--- config.mk ---
export PLATFORM = sky130hd
export DESIGN_NAME = multicycle_ctrl
export DESIGN_NICKNAME = d
export VERILOG_FILES = /design/src/rtl/ctrl_pkg.sv /design/src/rtl/imm_src_dec.sv /design/src/rtl/multicycle_ctrl.sv
export SDC_FILE = /design/constraint.sdc
export NUM_CORES = 1
export LEC_CHECK = 0
export BUFFER_PORTS_ARGS = -buffer_cell sky130_fd_sc_hd__buf_2
export CAP_MARGIN = 20
export CORE_MARGIN = 2
export CORE_UTILIZATION = 53
export CTS_BUF_LIST = sky130_fd_sc_hd__clkbuf_4
export CTS_CLUSTER_DIAMETER = 100
export DETAILED_ROUTE_END_ITERATION = 6
export GPL_TIMING_DRIVEN = 0
export PLACE_DENSITY = 0.84
export SLEW_MARGIN = 20
export SYNTH_ARGS = -nofsm -noshare
export SYNTH_HDL_FRONTEND = slang
export SYNTH_HIERARCHICAL = 1
export SYNTH_SLANG_ARGS = --single-unit
--- constraint.sdc ---
create_clock -name clk -period 5.2 [get_ports clk]
set_clock_uncertainty 0.05 [all_clocks]
set_input_delay 0.52 -clock clk [delete_from_list [all_inputs] [get_ports clk]]
set_output_delay 0.52 -clock clk [all_outputs]
set_load 0.01 [all_outputs]
--- src/rtl/ctrl_pkg.sv ---
// Shared definitions for the multicycle RISC-V control path: FSM state
// encoding, opcode values and the mux-select / ALUOp encodings driven
// towards the datapath and the ALU decoder.
// Optional feature macro: CTRL_BNE_EN (adds bne to the branch state).
package ctrl_pkg;

    typedef enum logic [3:0] {
        S_FETCH    = 4'd0,
        S_DECODE   = 4'd1,
        S_MEMADR   = 4'd2,
        S_MEMREAD  = 4'd3,
        S_MEMWB    = 4'd4,
        S_MEMWRITE = 4'd5,
        S_EXECR    = 4'd6,
        S_EXECI    = 4'd7,
        S_ALUWB    = 4'd8,
        S_BRANCH   = 4'd9,
        S_JAL      = 4'd10,
        S_ILLEGAL  = 4'd11
    } state_t;

    localparam logic [6:0] OP_LW     = 7'b0000011;
    localparam logic [6:0] OP_SW     = 7'b0100011;
    localparam logic [6:0] OP_R      = 7'b0110011;
    localparam logic [6:0] OP_I      = 7'b0010011;
    localparam logic [6:0] OP_BRANCH = 7'b1100011;
    localparam logic [6:0] OP_JAL    = 7'b1101111;

    localparam logic [1:0] ALU_OP_ADD   = 2'b00;
    localparam logic [1:0] ALU_OP_SUB   = 2'b01;
    localparam logic [1:0] ALU_OP_FUNCT = 2'b10;

    localparam logic [1:0] RES_ALUOUT    = 2'b00;
    localparam logic [1:0] RES_DATA      = 2'b01;
    localparam logic [1:0] RES_ALURESULT = 2'b10;

    localparam logic [1:0] SRCA_PC    = 2'b00;
    localparam logic [1:0] SRCA_OLDPC = 2'b01;
    localparam logic [1:0] SRCA_RS1   = 2'b10;

    localparam logic [1:0] SRCB_RS2  = 2'b00;
    localparam logic [1:0] SRCB_IMM  = 2'b01;
    localparam logic [1:0] SRCB_FOUR = 2'b10;

    localparam logic [1:0] IMM_I = 2'b00;
    localparam logic [1:0] IMM_S = 2'b01;
    localparam logic [1:0] IMM_B = 2'b10;
    localparam logic [1:0] IMM_J = 2'b11;

    // beq is always legal; bne only when the optional comparison is built in.
    function automatic logic branch_legal(input logic [2:0] funct3);
`ifdef CTRL_BNE_EN
        return (funct3 == 3'b000) || (funct3 == 3'b001);
`else
        return (funct3 == 3'b000);
`endif
    endfunction

endpackage

--- src/rtl/imm_src_dec.sv ---
// Combinational opcode -> immediate-format decoder. R-type and unknown
// opcodes carry no immediate and fall back to the I encoding.
module imm_src_dec
    import ctrl_pkg::*;
(
    input  logic [6:0] op,
    output logic [1:0] imm_src
);

    // Pick the immediate layout the sign-extender should assemble.
    always_comb begin
        imm_src = IMM_I;
        case (op)
            OP_LW, OP_I: imm_src = IMM_I;
            OP_SW:       imm_src = IMM_S;
            OP_BRANCH:   imm_src = IMM_B;
            OP_JAL:      imm_src = IMM_J;
            default:     imm_src = IMM_I;
        endcase
    end

endmodule

--- src/rtl/multicycle_ctrl.sv ---
// Main control FSM of the multicycle RISC-V core. Sequences fetch, decode,
// execute and writeback, drives the datapath selects/enables and the ALUOp
// consumed by the ALU decoder, waits on mem_ready for memory accesses and
// counts retired instructions.
// Optional feature macro: CTRL_BNE_EN (bne handled in the branch state).
module multicycle_ctrl
    import ctrl_pkg::*;
#(
    parameter int CNT_W = 32
) (
    input  logic             clk,
    input  logic             reset,
    input  logic [6:0]       op,
    input  logic [2:0]       funct3,
    input  logic             zero,
    input  logic             mem_ready,
    output logic             PCWrite,
    output logic             AdrSrc,
    output logic             MemWrite,
    output logic             IRWrite,
    output logic             RegWrite,
    output logic [1:0]       ResultSrc,
    output logic [1:0]       ALUSrcA,
    output logic [1:0]       ALUSrcB,
    output logic [1:0]       ALUOp,
    output logic [1:0]       ImmSrc,
    output logic             illegal,
    output logic [CNT_W-1:0] instret
);

    state_t state;
    state_t next_state;

    logic pc_write_raw;
    logic mem_write_raw;
    logic ir_write_raw;
    logic reg_write_raw;

    imm_src_dec u_imm_src_dec (
        .op      (op),
        .imm_src (ImmSrc)
    );

    // State register; reset aborts whatever instruction is in flight.
    always_ff @(posedge clk) begin
        if (reset) state <= S_FETCH;
        else       state <= next_state;
    end

    // Next-state selection from the current state, opcode and handshake.
    always_comb begin
        next_state = state;
        case (state)
            S_FETCH:    if (mem_ready) next_state = S_DECODE;
            S_DECODE: begin
                case (op)
                    OP_LW, OP_SW: next_state = S_MEMADR;
                    OP_R:         next_state = S_EXECR;
                    OP_I:         next_state = S_EXECI;
                    OP_BRANCH:    next_state = S_BRANCH;
                    OP_JAL:       next_state = S_JAL;
                    default:      next_state = S_ILLEGAL;
                endcase
            end
            S_MEMADR:   next_state = (op == OP_SW) ? S_MEMWRITE : S_MEMREAD;
            S_MEMREAD:  if (mem_ready) next_state = S_MEMWB;
            S_MEMWB:    next_state = S_FETCH;
            S_MEMWRITE: if (mem_ready) next_state = S_FETCH;
            S_EXECR:    next_state = S_ALUWB;
            S_EXECI:    next_state = S_ALUWB;
            S_ALUWB:    next_state = S_FETCH;
            S_BRANCH:   next_state = branch_legal(funct3) ? S_FETCH : S_ILLEGAL;
            S_JAL:      next_state = S_ALUWB;
            S_ILLEGAL:  next_state = S_ILLEGAL;
            default:    next_state = S_FETCH;
        endcase
    end

    // Datapath controls decoded from the state; only the fetch/memory
    // handshake and the branch condition look at inputs.
    always_comb begin
        pc_write_raw  = 1'b0;
        mem_write_raw = 1'b0;
        ir_write_raw  = 1'b0;
        reg_write_raw = 1'b0;
        AdrSrc        = 1'b0;
        ResultSrc     = RES_ALUOUT;
        ALUSrcA       = SRCA_PC;
        ALUSrcB       = SRCB_RS2;
        ALUOp         = ALU_OP_ADD;
        case (state)
            S_FETCH: begin
                ALUSrcB      = SRCB_FOUR;
                ResultSrc    = RES_ALURESULT;
                ir_write_raw = mem_ready;
                pc_write_raw = mem_ready;
            end
            S_DECODE: begin
                ALUSrcA = SRCA_OLDPC;
                ALUSrcB = SRCB_IMM;
            end
            S_MEMADR: begin
                ALUSrcA = SRCA_RS1;
                ALUSrcB = SRCB_IMM;
            end
            S_MEMREAD: AdrSrc = 1'b1;
            S_MEMWB: begin
                ResultSrc     = RES_DATA;
                reg_write_raw = 1'b1;
            end
            S_MEMWRITE: begin
                AdrSrc        = 1'b1;
                mem_write_raw = 1'b1;
            end
            S_EXECR: begin
                ALUSrcA = SRCA_RS1;
                ALUOp   = ALU_OP_FUNCT;
            end
            S_EXECI: begin
                ALUSrcA = SRCA_RS1;
                ALUSrcB = SRCB_IMM;
                ALUOp   = ALU_OP_FUNCT;
            end
            S_ALUWB: reg_write_raw = 1'b1;
            S_BRANCH: begin
                ALUSrcA = SRCA_RS1;
                ALUOp   = ALU_OP_SUB;
                // An unsupported funct3 must not redirect the PC on its way to ILLEGAL.
                if (funct3 == 3'b000)
                    pc_write_raw = zero;
`ifdef CTRL_BNE_EN
                else if (funct3 == 3'b001)
                    pc_write_raw = ~zero;
`endif
            end
            S_JAL: begin
                ALUSrcA      = SRCA_OLDPC;
                ALUSrcB      = SRCB_FOUR;
                pc_write_raw = 1'b1;
            end
            default: ;
        endcase
    end

    // Reset blocks every architectural write in the cycle it is asserted.
    always_comb begin
        PCWrite  = pc_write_raw  & ~reset;
        MemWrite = mem_write_raw & ~reset;
        IRWrite  = ir_write_raw  & ~reset;
        RegWrite = reg_write_raw & ~reset;
        illegal  = (state == S_ILLEGAL);
    end

    // Retired-instruction counter: one tick each time an instruction hands back to FETCH.
    always_ff @(posedge clk) begin
        if (reset)
            instret <= '0;
        else if ((next_state == S_FETCH) && (state != S_FETCH))
            instret <= instret + CNT_W'(1);
    end

endmodule

==> results.sh <==
export IMPL_synth_top_family_by_area="simple AND/OR/NAND/NOR gates"
export IMPL_ys_types=53
export IMPL_drt_wl_total_um=5970
export IMPL_place_ws_ns=1.87
export IMPL_cp_cell_sequence="buf_2 -> nor3_1 -> a311oi_1 -> nor3_1 -> nand3_1 -> clkbuf_1 -> or4b_2 -> a21oi_1"
export IMPL_htreeDepth=2
export IMPL_ys_flop_type="dfxtp_1"
export IMPL_grt_max_degree=11
export IMPL_synth_cell_area_sq_mm=0.00223
export IMPL_start_util_pct=55.2
export IMPL_tightest_slew_ns=0.597
export IMPL_rrSetupSlack_ns=2.22
export IMPL_yosys_area_share_simple_pct=37.3
export IMPL_synth_compound_area_share_pct=21.2
export IMPL_vias_per_cell=6.12
export IMPL_diodes=0
export IMPL_synthTopCellsByArea="dfxtp_1, a21oi_1, or3_1"
export IMPL_layout_setup_ws_ns=2.09
export IMPL_hold_viol_final=0
export IMPL_synth_area_leader_cell="dfxtp_1"
export IMPL_grt_pass1_vias=2095
export IMPL_clock_sinks=36
export IMPL_multi_input_area_sq_mm=0.00140
export IMPL_fillers=382
export IMPL_maxSlewViolCount=0
export IMPL_rsz0062_at_grt="no"
export IMPL_async_flop_share_pct=0
export IMPL_avgSynthCellArea_sq_um=7.55
export IMPL_syn_num_nets=310
export IMPL_synth_warnings=6
export IMPL_postCtsSetupRepairBufs=0
export IMPL_regArea_sq_um=721
export IMPL_first_pass_iters=7
export IMPL_clk_pin_slew_ns=0.10
export IMPL_syn2layout_area_growth_pct=19.1
export IMPL_yosys_area_top_type_share_pct=32.4
export IMPL_p_leak_nw=1.00
export IMPL_wl_per_cell_um=14.4
export IMPL_fmax_mhz=322
export IMPL_ir_drop_mv=0.203
export IMPL_core_area_sq_mm=0.00403
export IMPL_clock_latency_ns=0.33
export IMPL_cts_tree="done"
export IMPL_cp_slowest_cell="or4b_2"
export IMPL_place_area_sq_mm=0.00259
export IMPL_synth_sequential_area_ratio_pct=32.4
export IMPL_cpMostUsedCell="nor3_1"
export IMPL_synth_xor_area_share_pct=2.75
export IMPL_maxSlewHeadroom_pct=60.2
export IMPL_hp_start="instret[30]$_SDFFE_PP0P_"
export IMPL_crit_fanout=10
export IMPL_globalplace_congestion=0.816
export IMPL_grt_usage_pct=26.1
export IMPL_synth_seq_cells=36
export IMPL_grt_pass1_wl_um=9410
export IMPL_cts_root_buffer="clkbuf_4"
export IMPL_cts_buffers=5
export IMPL_post_route_period_util_pct=59.8
export IMPL_cts_resized=0
export IMPL_synth_fa_ha_area_share_pct=0.562
export IMPL_final_cell_area_sq_mm=0.00265
export IMPL_crit_path_end_kind="register"
export IMPL_ant_nets=0
export IMPL_synth_edf_count=0
export IMPL_postCtsHoldBufs=0
export IMPL_cp_start_kind="primary input"
export IMPL_io_pins=62
export IMPL_nets=378
export IMPL_critPathMaxStageDelay_ns=0.66
export IMPL_rows=23
export IMPL_die_area_sq_mm=0.00473
export IMPL_fp_dieW_um=68.8
export IMPL_ctsLongestPathBuffers=2
export IMPL_hold_depth=2
export IMPL_holdCritPathClass="reg -> reg"
export IMPL_hpwl_um=4440
export IMPL_critical_path_class="in -> reg"
export IMPL_drive_gt1_share_pct=22.0
export IMPL_cp_arrival_ns=3.32
export IMPL_vias=2532
export IMPL_holdPathEnd="instret[30]$_SDFFE_PP0P_"
export IMPL_reg2reg_to="instret[8]$_SDFFE_PP0P_"
export IMPL_rr_startpoint="state[3]$_SDFF_PP0_"
export IMPL_crit_required_ns=5.41
export IMPL_io_buffers=61
export IMPL_drc=0
export IMPL_netlist_instances=295
export IMPL_reg2regPathDepth=8
export IMPL_min_period_ns=3.11
export IMPL_muxShareOfSynthArea_pct=0.956
export IMPL_die_h_um=68.8
export IMPL_status="finished clean"
export IMPL_drt_first_iter_violations=156
export IMPL_finalSetupViolCount=0
export IMPL_setup_tns_ns=0
export IMPL_power_density_mw_per_mm2=319
export IMPL_antenna_found_initial=0
export IMPL_max_cap_violations=0
export IMPL_grt_overflow_total=0
## Yosys cell counts, drive strengths merged, types with 2 or more instances
| master | instances |
|---|---|
| a21oi | 30 |
| a211oi | 2 |
| o22a | 2 |
| o22ai | 3 |
| nand2 | 16 |
| and3 | 7 |
| xnor2 | 5 |
| and2 | 2 |
| nor2 | 24 |
| nor3 | 13 |
| xor2 | 2 |
| nand3 | 15 |
| dfxtp | 36 |
| o31ai | 8 |
| inv | 9 |
| or4 | 11 |
| nand2b | 6 |
| buf | 4 |
| clkbuf | 13 |
| o41ai | 2 |
| nor3b | 2 |
| o21ai | 19 |
| nand4 | 11 |
| nor2b | 4 |
| o311ai | 2 |
| or3 | 19 |
| nor4 | 4 |
| and4 | 2 |
| or2 | 3 |
## worst max path at each step
stage | slack, ns | startpoint | cells after the start | to
6_report | 2.09 | op[3] | 8 | instret[8]$_SDFFE_PP0P_
5_1_grt | 1.95 | op[3] | 8 | instret[8]$_SDFFE_PP0P_
4_1_cts | 2.22 | op[3] | 8 | instret[8]$_SDFFE_PP0P_
3_5_place_dp | 1.87 | op[3] | 8 | instret[8]$_SDFFE_PP0P_
3_3_place_gp | 1.97 | op[3] | 8 | instret[8]$_SDFFE_PP0P_
2_1_floorplan | 2.39 | op[3] | 7 | instret[31]$_SDFFE_PP0P_
## sequential cells by signal, indices dropped and copies added (netlist names)
name / flops
instret: 32
state: 4
## placed cells by master (no fill, tap or decap), types with 8 or more instances in the layout
cell / count
buf_2: 63
dfxtp_1: 36
a21oi_1: 30
nor2_1: 24
o21ai_0: 19
or3_1: 19
nand2_1: 16
nand3_1: 15
clkbuf_1: 13
nor3_1: 12
nand4_1: 11
or4_1: 10
inv_1: 9
o31ai_1: 8
## metrics by stage
step | std cells | hold slack (ns) | power [mW] | utilization [%]
global route | 414 | 0.460 | 0.904 | 65.8
global placement | 406 | 0.428 | 0.686 | 64.4
finish | 414 | 0.460 | 0.846 | 65.8
floorplan | 295 | 0.449 | 0.587 | -
CTS | 414 | 0.454 | 0.843 | 65.8
detailed placement | 406 | 0.437 | 0.694 | 64.4
## per-layer routing
layer | vias up | part of all wire (%) | GRT usage, %
met3 | 10 | 6.9 | 4.71
met1 | 1150 | 44 | 33.9
met5 | - | 0 | 0
li1 | 1256 | - | -
met4 | 0 | 1.5 | 9.07
met2 | 116 | 47 | 43.4
## area by class of cell
| type | instances | area share (%) |
|---|---|---|
| well taps | 50 | 2.36 |
| clock buffers | 7 | 1.98 |
| flip-flops and latches | 36 | 27.2 |
| inverters | 9 | 1.27 |
| plain buffers | 17 | 2.79 |
| multi-input cells | 233 | 52.7 |
| repair buffers | 61 | 11.5 |
| clock inverters | 1 | 0.142 |
## report_power, final
part	switching [mW]	total (mW)	leakage [nW]	internal [mW]
Sequential	0.0107	0.300	0.291	0.289
Combinational	0.247	0.397	0.677	0.149
Clock	0.0877	0.150	0.0338	0.0624
Total	0.345	0.846	1.00	0.501
## worst max-delay path: cells and delay by family
| family | cells | cell delay [ns] |
|---|---|---|
| AOI/OAI and AO/OA | 2 | 0.40 |
| and+or+nand+nor | 4 | 1.97 |
| buffers and inverters | 2 | 0.43 |
## kinds of logic after synthesis
kind of cell / Yosys count
muxes: 2
buffers and inverters: 26
xor gates and xnor gates: 7
DFF: 36
and+or+nand+nor: 146
adders and majority gates: 1
AOI/OAI and AO/OA: 77
Power figures use the tool's default switching activity.
